===== src/rtl/vx_pending_ctrl.sv =====
// vx_pending_ctrl
// ---------------
// Per-warp in-flight instruction tracker and issue gate. It sits between the
// issue stage and the commit/scheduler path.
// - It counts the instructions issued to each warp.
// - It retires them on the per-slot commit pulses.
// - It refuses issue while a warp is at its in-flight limit or being drained.
// - It gives each warp a drain (fence) handshake that reports when all of that
//   warp's outstanding instructions have committed.
//
// Optional build macro: PENDING_PERF_EN
//   defined   -> perf_issue_stalls counts the cycles in which issue was refused
//                (saturating at all-ones).
//   undefined -> perf_issue_stalls is tied to zero and no counter is built.
//
// Ports:
//   clk               clock
//   reset             synchronous active-high reset
//   issue_valid       issue request
//   issue_wid         warp of the issue request
//   issue_ready       issue accepted this cycle (combinational; independent of issue_valid)
//   commit_valid      per-slot commit pulse, ISSUE_WIDTH slots
//   commit_wid        per-slot committed warp id, packed ISSUE_WIDTH x NW_W
//   drain_req         per-warp level drain request, held until drain_done
//   drain_done        per-warp one-cycle pulse: warp fully drained
//   pending_busy      per-warp: registered count is non-zero
//   pending_full      per-warp: registered count is at the limit
//   underflow_err     sticky: a commit arrived for a warp with nothing pending
//   perf_issue_stalls refused-issue cycle counter (see macro above)

module vx_pending_ctrl #(
    parameter int NUM_WARPS     = 4,
    parameter int ISSUE_WIDTH   = 1,
    parameter int CTR_W         = 4,
    parameter int NW_W          = (NUM_WARPS > 1) ? $clog2(NUM_WARPS) : 1,
    parameter int PERF_CTR_BITS = 16
) (
    input  logic                          clk,
    input  logic                          reset,
    input  logic                          issue_valid,
    input  logic [NW_W-1:0]               issue_wid,
    output logic                          issue_ready,
    input  logic [ISSUE_WIDTH-1:0]        commit_valid,
    input  logic [ISSUE_WIDTH*NW_W-1:0]   commit_wid,
    input  logic [NUM_WARPS-1:0]          drain_req,
    output logic [NUM_WARPS-1:0]          drain_done,
    output logic [NUM_WARPS-1:0]          pending_busy,
    output logic [NUM_WARPS-1:0]          pending_full,
    output logic                          underflow_err,
    output logic [PERF_CTR_BITS-1:0]      perf_issue_stalls
);

    localparam int DEC_W = $clog2(ISSUE_WIDTH + 1);
    localparam int SUM_W = CTR_W + DEC_W + 1;
    localparam logic [CTR_W-1:0] MAX_PEND = '1;

    typedef enum logic [1:0] {
        DR_IDLE,
        DR_WAIT,
        DR_DONE
    } drain_state_e;

    logic [CTR_W-1:0]     cnt_q   [NUM_WARPS];
    logic [CTR_W-1:0]     cnt_d   [NUM_WARPS];
    logic [SUM_W-1:0]     sum     [NUM_WARPS];
    drain_state_e         drain_q [NUM_WARPS];
    logic [NUM_WARPS-1:0] drain_done_q;
    logic                 underflow_q;
    logic                 underflow_d;
    logic [NUM_WARPS-1:0] inc;
    logic [DEC_W-1:0]     dec     [NUM_WARPS];
    logic                 selRoom;
    logic                 selIdle;
    logic                 issueFire;

    // Look up the addressed warp with a compare loop rather than a direct
    // index. This keeps a non-power-of-two warp count from reading past the
    // array; an out-of-range warp id is simply never ready.
    always_comb begin
        selRoom = 1'b0;
        selIdle = 1'b0;
        for (int w = 0; w < NUM_WARPS; w++) begin
            if (issue_wid == NW_W'(w)) begin
                selRoom = (cnt_q[w] != MAX_PEND);
                selIdle = (drain_q[w] == DR_IDLE);
            end
        end
    end

    // The gate looks only at the registered count. A commit in the same cycle
    // does not free a slot until the next cycle, so the gate is conservative.
    assign issue_ready = !reset && selRoom && selIdle;
    assign issueFire   = issue_valid && issue_ready;

    // Per-warp increment from the issue fire. The decrement is a popcount of
    // the commit slots whose warp id matches.
    always_comb begin
        for (int w = 0; w < NUM_WARPS; w++) begin
            inc[w] = issueFire && (issue_wid == NW_W'(w));
            dec[w] = '0;
            for (int i = 0; i < ISSUE_WIDTH; i++) begin
                if (commit_valid[i] && (commit_wid[i*NW_W +: NW_W] == NW_W'(w))) begin
                    dec[w] = dec[w] + DEC_W'(1);
                end
            end
        end
    end

    // Next count is formed at a wider width so that cnt + inc - dec can be
    // checked for underflow. An underflowing warp clamps to zero and raises
    // the sticky error. Overflow cannot happen: inc needs issue_ready, and
    // issue_ready needs the count below the limit.
    always_comb begin
        underflow_d = underflow_q;
        for (int w = 0; w < NUM_WARPS; w++) begin
            sum[w] = SUM_W'(cnt_q[w]) + SUM_W'(inc[w]);
            if (sum[w] < SUM_W'(dec[w])) begin
                cnt_d[w]    = '0;
                underflow_d = 1'b1;
            end else begin
                cnt_d[w] = CTR_W'(sum[w] - SUM_W'(dec[w]));
            end
        end
    end

    // Counters, the sticky error and the per-warp drain FSMs.
    // WAIT completes only on a cycle that is quiet for this warp: the count is
    // zero and nothing is issuing to it or committing from it. drain_done is
    // registered on the WAIT->DONE transition, so it is high exactly while
    // the warp sits in DONE. Reset drops any drain in progress without a pulse.
    always_ff @(posedge clk) begin
        if (reset) begin
            for (int w = 0; w < NUM_WARPS; w++) begin
                cnt_q[w]   <= '0;
                drain_q[w] <= DR_IDLE;
            end
            drain_done_q <= '0;
            underflow_q  <= 1'b0;
        end else begin
            underflow_q <= underflow_d;
            for (int w = 0; w < NUM_WARPS; w++) begin
                cnt_q[w]        <= cnt_d[w];
                drain_done_q[w] <= 1'b0;
                case (drain_q[w])
                    DR_IDLE: begin
                        if (drain_req[w]) begin
                            drain_q[w] <= DR_WAIT;
                        end
                    end
                    DR_WAIT: begin
                        if (!drain_req[w]) begin
                            drain_q[w] <= DR_IDLE;
                        end else if ((cnt_q[w] == '0) && !inc[w] && (dec[w] == '0)) begin
                            drain_q[w]      <= DR_DONE;
                            drain_done_q[w] <= 1'b1;
                        end
                    end
                    DR_DONE: begin
                        drain_q[w] <= DR_IDLE;
                    end
                    default: begin
                        drain_q[w] <= DR_IDLE;
                    end
                endcase
            end
        end
    end

    // Status flags are decoded from the registered count. They therefore lag
    // a counter update by one cycle.
    always_comb begin
        for (int w = 0; w < NUM_WARPS; w++) begin
            pending_busy[w] = (cnt_q[w] != '0);
            pending_full[w] = (cnt_q[w] == MAX_PEND);
        end
    end

    assign drain_done    = drain_done_q;
    assign underflow_err = underflow_q;

`ifdef PENDING_PERF_EN
    logic [PERF_CTR_BITS-1:0] perf_q;

    // Count the cycles in which a request was refused. issue_ready is
    // already low during reset, but the reset branch takes priority anyway.
    always_ff @(posedge clk) begin
        if (reset) begin
            perf_q <= '0;
        end else if (issue_valid && !issue_ready && (perf_q != '1)) begin
            perf_q <= perf_q + PERF_CTR_BITS'(1);
        end
    end

    assign perf_issue_stalls = perf_q;
`else
    assign perf_issue_stalls = '0;
`endif

endmodule


===== config.mk =====
export PLATFORM = sky130hd
export DESIGN_NAME = vx_pending_ctrl
export DESIGN_NICKNAME = d
export VERILOG_FILES = /design/src/rtl/vx_pending_ctrl.sv
export SDC_FILE = /design/constraint.sdc
export NUM_CORES = 1
export LEC_CHECK = 0
export CAP_MARGIN = 20
export CORE_MARGIN = 2
export CORE_UTILIZATION = 50
export CTS_CLUSTER_DIAMETER = 40
export DETAILED_ROUTE_END_ITERATION = 8
export GPL_TIMING_DRIVEN = 0
export PLACE_DENSITY_LB_ADDON = 0.05
export SETUP_SLACK_MARGIN = 0.05
export SLEW_MARGIN = 15
export SYNTH_ARGS = -nofsm -noshare
export SYNTH_HDL_FRONTEND = slang
export SYNTH_SLANG_ARGS = --single-unit

===== constraint.sdc =====
create_clock -name clk -period 2.83 [get_ports clk]
set_input_delay 0.566 -clock clk [delete_from_list [all_inputs] [get_ports clk]]
set_output_delay 0.566 -clock clk [all_outputs]
set_load 0.02 [all_outputs]

==> metrics <==
status finished clean; worst setup margin 0.1923 ns; # rows 22; per-cell routed wire length 13.30 um; Clk pin slew, worst setup/hold paths 0.06 ns; Worst path depth 12; min cycle time layout 2.638 ns; Main synth FF type dfxtp_1; hold path startpoint cnt_q[1][2]$_SDFF_PP0_; peak supply drop 369.0 uV; Worst Hold Depth 1; Worst setup EP type flop; RSZ-0062 raised after global routing yes; Worst Hold Class reg -> reg; die area 0.004211 mm2; Total GRT Usage 0.2134; die width 64.90 um; crit path launch type input pin; Static Leak 0.9982 nW; Reg area 660.6 um2; core area 0.003606 mm2; kind of cell adding the most delay to the critical path simple AND/OR/NAND/NOR gates; FFs w/ async S/R, synth 0; CP Data Required Time 2.98 ns; largest net degree at the start of global routing 11; vias in the first global route 1575; post-synthesis register bit count 29; Vias 1573; worst slack, placed -0.7306 ns; CTS tree done; highest attainable clock frequency 379.1 MHz; Worst Max-Slew Pin Slew 0.5615 ns; most used cell, CP ha_2; Critical Path Start issue_wid[0]; synth unique cells 47; Max Cap Viol 0; drt first pass iters 4; number of DRC violations after detailed routing 0; Top Ports 42; number of flops mapped to enable cells by yosys 8; area of the multi-input gates 0.001135 mm2; Die Y 64.90 um; CP max stage cell or3b_2; Fin Clk Skew 0.004814 ns; HPWL Detailed 3072 um; Via density 5.279; Worst Path Buf+Inv 2; clock sink count 29; Final Core Density 0.6579; antenna-violating nets left 0; final setup fails 0; Post-Synthesis Cells 200; start of the worst register-to-register path drain_q[1][1]$_SDFFCE_PP0P_; Fillers 322; mapped cell area 0.001854 mm2; initial DRC count 128; first-pass GRT wire length 6969 um; clock latency on the worst-skew pair 0.28 ns; CTS max path bufs 2; H-Tree Depth 2; initial core utilization 0.5142; worst-path cell chain buf_2 > or3b_2 > o22ai_1 > nand2b_1 > nor3b_2 > ha_2 > ha_2 > inv_1 > ha_1 > xor2_1 > xnor2_1 > nor3_1; final WL 3962 um; root buf cell clkbuf_8; relative slew slack 0.6249; # port buffers 24; reg2reg path depth 11; critical path arrival 2.79 ns; grt total ovfl 0; Power Dens Cells 496.5 mW/mm2; post-synthesis sequential area ratio 0.3563; Power, Total 0.001178 W; layout cells sized above 1 0.2160; gpl congestion 0.8212; Layout Nets 277; n_diodes 0; CTS Hold Bufs 0; YS warnings 0; Mean Syn Cell Area 9.271 um2; fin crit share 0.9321; Setup CP Type in -> reg; initial antenna violation count 0; Critical Path Max Stage Delay 0.47 ns; Area growth syn-to-layout 27.94%; final hold vios 0; Max Slew Vio Count 0; crit path max fanout 7; CTS buffer count 5
## cell families (layout without fill, tap and decap cells)
| logic type | count (synthesis) | after routing | share of synthesized area |
|---|---|---|---|
| AOI/OAI and AO/OA | 28 | 28 | 0.1046 |
| xor gates and xnor gates | 13 | 13 | 0.06140 |
| adders and majority gates | 16 | 16 | 0.1080 |
| buffers and inverters | 29 | 64 | 0.09177 |
| DFF | 29 | 29 | 0.3563 |
| other | 1 | 16 | 0.002022 |
| and+or+nand+nor | 84 | 84 | 0.2760 |
## registers in the layout (all words and copies together), names as in the netlist
register	count
underflow_err	1
drain_done	4
cnt_q	16
drain_q	8
## report_power, final
part | total, W | switching, W | internal (W) | leakage, nW
clock network | 0.000350 | 0.000152 | 0.000198 | 0.0455
logic | 0.000310 | 0.000155 | 0.000155 | 0.692
registers | 0.000518 | 0.0000391 | 0.000478 | 0.261
## cells in the mapped netlist, drive strengths merged, types with 3 or more instances
cell / instances / area share
nor2: 16 / 0.032
nor3b: 5 / 0.020
buf: 17 / 0.067
xor2: 5 / 0.024
nor3: 10 / 0.027
nand2: 13 / 0.026
xnor2: 8 / 0.038
and4: 4 / 0.020
ha: 16 / 0.11
a21oi: 6 / 0.016
or4: 5 / 0.028
inv: 11 / 0.022
nand2b: 3 / 0.010
o21ai: 4 / 0.011
edfxtp: 8 / 0.13
or2: 4 / 0.013
nand3: 5 / 0.013
a31oi: 3 / 0.010
dfxtp: 21 / 0.23
nand3b: 3 / 0.012
## metal layers
metal / vias up / global-route usage / wire length [um]
li1: 788 / - / -
met1: 746 / 0.2462 / 1674
met2: 30 / 0.3840 / 2056
met3: 9 / 0.04340 / 168
met4: 0 / 0.08245 / 63
met5: - / 0 / 0
## area by class of cell
cell class,count,area share
clock buffers,8,0.03797
multi-input cells,157,0.4784
plain buffers,18,0.05432
inverters,11,0.01741
flip-flops and latches,29,0.2785
repair buffers,27,0.1081
well taps,48,0.02532
## cells in the final DEF, fill, tap and decap left out, types with 2 or more instances in the layout
cell	synthesis	routed
a21oi_1	6	5
o221ai_1	2	2
or3b_2	2	2
xor2_1	5	4
a211oi_2	0	2
o21ai_0	4	4
clkbuf_8	0	6
nor3_1	10	9
dfxtp_1	21	21
clkdlybuf4s50_1	0	22
or4_4	4	4
nor3b_1	5	3
buf_4	16	19
ha_2	0	5
ha_1	16	11
inv_1	11	11
a21o_1	2	2
o2bb2ai_1	2	2
and4_1	3	3
or3_1	2	2
nand3_1	5	5
and2_1	2	2
buf_2	1	2
nand2b_1	3	3
nor2b_1	2	2
nand2_1	13	13
nor3b_2	0	2
clkbuf_1	1	3
nand3b_1	3	3
xnor2_1	8	8
edfxtp_1	8	8
conb_1	1	16
nor2_1	16	16
a31oi_1	3	3
or2_2	3	3
o21a_1	2	2
## worst reg2reg max path: cells and delay by family, from the launching register on
kind	cells	cell delay, ns
adder cells (fa/ha/maj)	3	0.67
AND/OR/NAND/NOR	4	0.86
flip-flops	1	0.41
AO/OA/AOI/OAI	1	0.14
buffers and inverters	1	0.09
XOR/XNOR	2	0.32
## stage by stage
stage	instances	instance area, um2	hold WS [ns]	TNS (ns)
finish	298	2372	0.5522	0
floorplan	215	1911	0.4836	0
detailed placement	287	2211	0.5355	-9.731
CTS	295	2338	0.5455	0
global route	298	2372	0.5939	0
global placement	287	2211	0.5132	-8.869
## what timing repair did
| item | 4_1_cts | 5_1_grt |
|---|---|---|
| pin swaps | 0 | 2 |
| setup buffers | 0 | 3 |
| resized for setup | 13 | 6 |
| setup endpoints to repair | 18 | 10 |
| hold endpoints to repair | 0 | 0 |
## worst paths after layout
| path | end | slack [ns] |
|---|---|---|
| setup / recovery | cnt_q[0][2]$_SDFF_PP0_ | 0.19 |
| hold / removal | cnt_q[1][3]$_SDFF_PP0_ | 0.55 |
| setup reg to reg | cnt_q[0][2]$_SDFF_PP0_ | 0.20 |
| hold reg to reg | cnt_q[1][3]$_SDFF_PP0_ | 0.55 |
Note: power is estimated with default switching activity, not from simulation.
